File: src/rtl/vram_port_arbiter.sv
// Round-robin arbiter sharing one single-port BRAM between NREQ requesters, with a fixed read-return pipeline.
// Optional `VRAM_ARB_VGA_PRIO_EN: requester 0 (VGA fetch) wins whenever eligible; others round-robin.
module vram_port_arbiter #(
    parameter int NREQ = 4,
    parameter int AW   = 16,
    parameter int DW   = 12
) (
    input  logic              clk,
    input  logic              rst,
    input  logic [NREQ-1:0]   req,
    input  logic [NREQ-1:0]   req_we,
    input  logic [NREQ*AW-1:0] req_addr,
    input  logic [NREQ*DW-1:0] req_wdata,
    output logic [NREQ-1:0]   gnt,
    output logic [NREQ-1:0]   rvalid,
    output logic [DW-1:0]     rdata,
    output logic [AW-1:0]     mem_addr,
    output logic              mem_we,
    output logic [DW-1:0]     mem_wdata,
    input  logic [DW-1:0]     mem_rdata
);

    localparam int PW = (NREQ > 1) ? $clog2(NREQ) : 1;

    logic [PW-1:0]   ptr;
    logic [PW-1:0]   ptr_next;
    logic [NREQ-1:0] elig;
    logic            found;
    logic [PW-1:0]   win;
    logic [PW-1:0]   cidx;
    int              cand;
    logic [AW-1:0]   sel_addr;
    logic [DW-1:0]   sel_wdata;
    logic            sel_we;

    logic            s1_valid;
    logic [PW-1:0]   s1_owner;
    logic            s2_valid;
    logic [PW-1:0]   s2_owner;

    // A requester granted last cycle sits out this one, so it can drop or replace its request.
    always_comb begin
        elig  = req & ~gnt;
        found = 1'b0;
        win   = '0;
        cand  = 0;
        cidx  = '0;
`ifdef VRAM_ARB_VGA_PRIO_EN
        if (elig[0]) begin
            found = 1'b1;
            win   = '0;
        end
`endif
        for (int k = 0; k < NREQ; k++) begin
            cand = int'(ptr) + k;
            if (cand >= NREQ) cand = cand - NREQ;
            cidx = PW'(cand);
            if (!found && elig[cidx]) begin
                found = 1'b1;
                win   = cidx;
            end
        end
        ptr_next = (win == PW'(NREQ - 1)) ? '0 : win + 1'b1;
    end

    always_comb begin
        sel_addr  = '0;
        sel_wdata = '0;
        sel_we    = 1'b0;
        for (int i = 0; i < NREQ; i++) begin
            if (win == PW'(i)) begin
                sel_addr  = req_addr[i*AW +: AW];
                sel_wdata = req_wdata[i*DW +: DW];
                sel_we    = req_we[i];
            end
        end
    end

    // Reads travel two stages behind the grant so rdata lines up with the BRAM's one-cycle latency.
    always_ff @(posedge clk) begin
        if (rst) begin
            ptr       <= '0;
            gnt       <= '0;
            rvalid    <= '0;
            rdata     <= '0;
            mem_addr  <= '0;
            mem_we    <= 1'b0;
            mem_wdata <= '0;
            s1_valid  <= 1'b0;
            s1_owner  <= '0;
            s2_valid  <= 1'b0;
            s2_owner  <= '0;
        end else begin
            s2_valid <= s1_valid;
            s2_owner <= s1_owner;
            rvalid   <= '0;
            if (s2_valid) begin
                rvalid[s2_owner] <= 1'b1;
                rdata            <= mem_rdata;
            end
            gnt <= '0;
            if (found) begin
                gnt[win]  <= 1'b1;
                mem_addr  <= sel_addr;
                mem_we    <= sel_we;
                mem_wdata <= sel_wdata;
                s1_valid  <= ~sel_we;
                s1_owner  <= win;
`ifdef VRAM_ARB_VGA_PRIO_EN
                if (win != '0) ptr <= ptr_next;
`else
                ptr <= ptr_next;
`endif
            end else begin
                mem_we   <= 1'b0;
                s1_valid <= 1'b0;
            end
        end
    end

endmodule

File: config.mk
export PLATFORM = sky130hd
export DESIGN_NAME = vram_port_arbiter
export DESIGN_NICKNAME = d
export VERILOG_FILES = /design/src/rtl/vram_port_arbiter.sv
export SDC_FILE = /design/constraint.sdc
export NUM_CORES = 1
export LEC_CHECK = 0
export ABC_AREA = 0
export BUFFER_PORTS_ARGS = -buffer_cell sky130_fd_sc_hd__clkbuf_2
export CORE_AREA = 2 2 90 92
export DETAILED_ROUTE_END_ITERATION = 10
export DIE_AREA = 0 0 92 94
export PLACE_DENSITY = 0.9
export SYNTH_ARGS = -nofsm -noshare
export SYNTH_HDL_FRONTEND = slang
export SYNTH_SLANG_ARGS = --single-unit
File: constraint.sdc
create_clock -name clk -period 6.2 [get_ports clk]
set_input_delay 0.93 -clock clk [delete_from_list [all_inputs] [get_ports clk]]
set_output_delay 0.93 -clock clk [all_outputs]
set_load 0.01 [all_outputs]
==> summary.md <==
| Metric | Value |
|---|---|
| Post-Place Cell Area | 4230 um2 |
| Worst path arrival time | 3610 ps |
| Post-synth EDFFs | 0 |
| Top FF cell, synth | dfxtp_1 |
| Total power | 0.00196 W |
| Syn-to-layout area delta | 31.7% |
| GRT Total Usage | 22.3% |
| Slew Viols, Final | 0 |
| VDD IR max | 0.000184 V |
| Final critical-path required period | 3350 ps |
| DP Worst Slack | 2560 ps |
| Largest net degree at the start of global routing | 62 |
| Finish-stage setup viols | 0 |
| Die H | 94 um |
| Synth warn | 0 |
| Fin nets | 674 |
| Grt total ovfl | 0 |
| WP data required | 6450 ps |
| Core ar. | 7610 um2 |
| Critical Path Start | req[0] |
| Via/cell ratio | 5.33 |
| Critical Path End | mem_addr[1] |
| Drt first pass iters | 4 |
| Clk pin slew, worst setup/hold paths | 70 ps |
| Slew margin rel. | 16.5% |
| Final ANT Viol Nets | 0 |
| Async SR Flop Fraction | 0% |
| Slew @ Worst Pin | 1250 ps |
| Root buf cell | clkbuf_8 |
| WL/cell | 14.5 um |
| Worst R2R Setup Slack | 3180 ps |
| Clock Sinks | 57 |
| Mapped Nets | 515 |
| Total CTS buffers | 9 |
| Post-CTS Resized | 0 |
| Clk_skew | 7.20 ps |
| IO buf count | 182 |
| Routability cong. | 0.837 |
| Antenna violations before repair | 0 |
| Yosys reg bits | 57 |
| Critical path type | primary input to register |
| Utilization after layout | 58.0% |
| Leakage | 2.06 nW |
| Crit end category | register |
| Syn Inst Count | 376 |
| R2r startpoint | ptr[0] |
| Hold buffer count at CTS | 0 |
| Commonest non-fill, non-tap cell in the layout | clkbuf_2 |
| Cell Pwr Density | 444 nW/um2 |
| Die W | 92 um |
| Clk_lat worst skew | 330 ps |
| RR Endpoint | mem_addr[1] |
| Register area share after synthesis | 34.1% |
| Clock Tree Buf Depth | 2 |
| DPL Wire Length | 6760 um |
| Setup slack after layout | 2850 ps |
| Hold crit path type | register to register |
| Cell Rows | 32 |
| Yosys cell types | 40 |
| DR iter-0 viols | 121 |
| CTS tree | built |
| Max-cap viol count | 0 |
| Initial Utilization | 44.0% |
| Layout cells sized above 1 | 47.4% |
| Total Neg Setup Slack | 0 ps |
| Total Routed Length | 9340 um |
| Ant. Diodes | 0 |
| Htree depth | 3 |
| Overall die area | 8650 um2 |
| Finished Cell Area | 4410 um2 |
| Syn_area_per_cell | 8.90 um2 |
| Critical path peak fanout | 29 |
| Vias | 3420 |
| First-pass GRT wire length | 15500 um |
| Post-CTS setup repair buffer count | 0 |
| Final Cycle Share | 54.1% |
| Vias in the first global route | 3453 |
| Commonest cells after routing, fill and taps aside | clkbuf_2, dfxtp_1, nor2_1, inv_1, a21oi_1 |
| RSZ-0062 raised after global routing | false |
| Fmax | 298 MHz |
| Residual DRC | 0 |
| I/O Pins | 183 |
| Reg2reg path depth | 8 |
| Final Hold Viols | 0 |
| Status | finished clean |
| Synth Cell Area | 3350 um2 |
| Startpoint Class | primary input |
## per-stage QoR
stage / hold slack [ps] / std cells
2_1_floorplan: 414 / 376
3_3_place_gp: 440 / 626
3_5_place_dp: 452 / 626
4_1_cts: 462 / 642
5_1_grt: 480 / 642
6_report: 453 / 642
## cell usage after synthesis, types with 5 or more instances
cell type  number  area share, %
dfxtp_1        57             34
nor2_1         43            4.8
a21oi_1        31            4.6
inv_1          31            3.5
a221oi_1       30            7.8
nand3b_1       28            6.3
nor3_2         27            8.1
a211oi_2       20            7.5
clkbuf_1       19            2.1
buf_2          12            1.8
mux2i_1        12            3.6
a211oi_1        9            2.0
ha_1            5            1.9
nor2b_1         5           0.93
## report_power, final
group	internal [W]	switching [W]
Combinational	0.000485	0.000591
Sequential	0.000489	0.0000848
Clock	0.000156	0.000152
## kinds of logic after synthesis
logic type | synth area share, %
muxes | 3.59
buffers and inverters | 9.30
DFF | 34.1
adders and majority gates | 1.87
AOI/OAI and AO/OA | 24.9
and+or+nand+nor | 26.2
## final cells by class
cell class / instances / area [um2]
Clock buffer: 10 / 138
Clock inverter: 6 / 42.5
Fill cell: 665 / 3200
Inverter: 31 / 116
Multi-Input combinational cell: 250 / 1900
Sequential cell: 57 / 1140
Tap cell: 102 / 128
Timing Repair Buffer: 186 / 941
## routing by layer
layer	routed length [um]	GRT usage [%]	up-vias
met5	0	0	-
met3	715	5.62	15
met2	4570	41.0	155
met4	180	9.58	0
met1	3880	24.2	1568
li1	-	-	1682
## sequential cells by signal (all words and copies together) (netlist names)
register and count:
s1_valid 1, s1_owner 2, mem_addr 16, rdata 12, mem_wdata 12, ptr 2, rvalid 4, mem_we 1
s2_owner 2, s2_valid 1, gnt 4
## critical path: stages
cell      delay, ps
clkbuf_2        100
nor3b_1         260
nor2_1           80
o22ai_1         370
ha_1           1080
nand3b_1        160
a221oi_1        390
a211oi_2         70
nor3_2          160
## how the worst min path moves through the flow
stage | start | slack [ps] | cells after the start | endpoint
2_1_floorplan | s1_valid | 410 | 1 | s2_valid
3_3_place_gp | s1_owner[1] | 440 | 2 | s1_owner[1]
3_5_place_dp | s1_owner[1] | 450 | 2 | s1_owner[1]
4_1_cts | s1_owner[1] | 460 | 2 | s1_owner[1]
5_1_grt | s1_valid | 480 | 1 | s2_valid
6_report | s1_valid | 450 | 1 | s2_valid
Note: power is estimated with default switching activity, not from simulation.
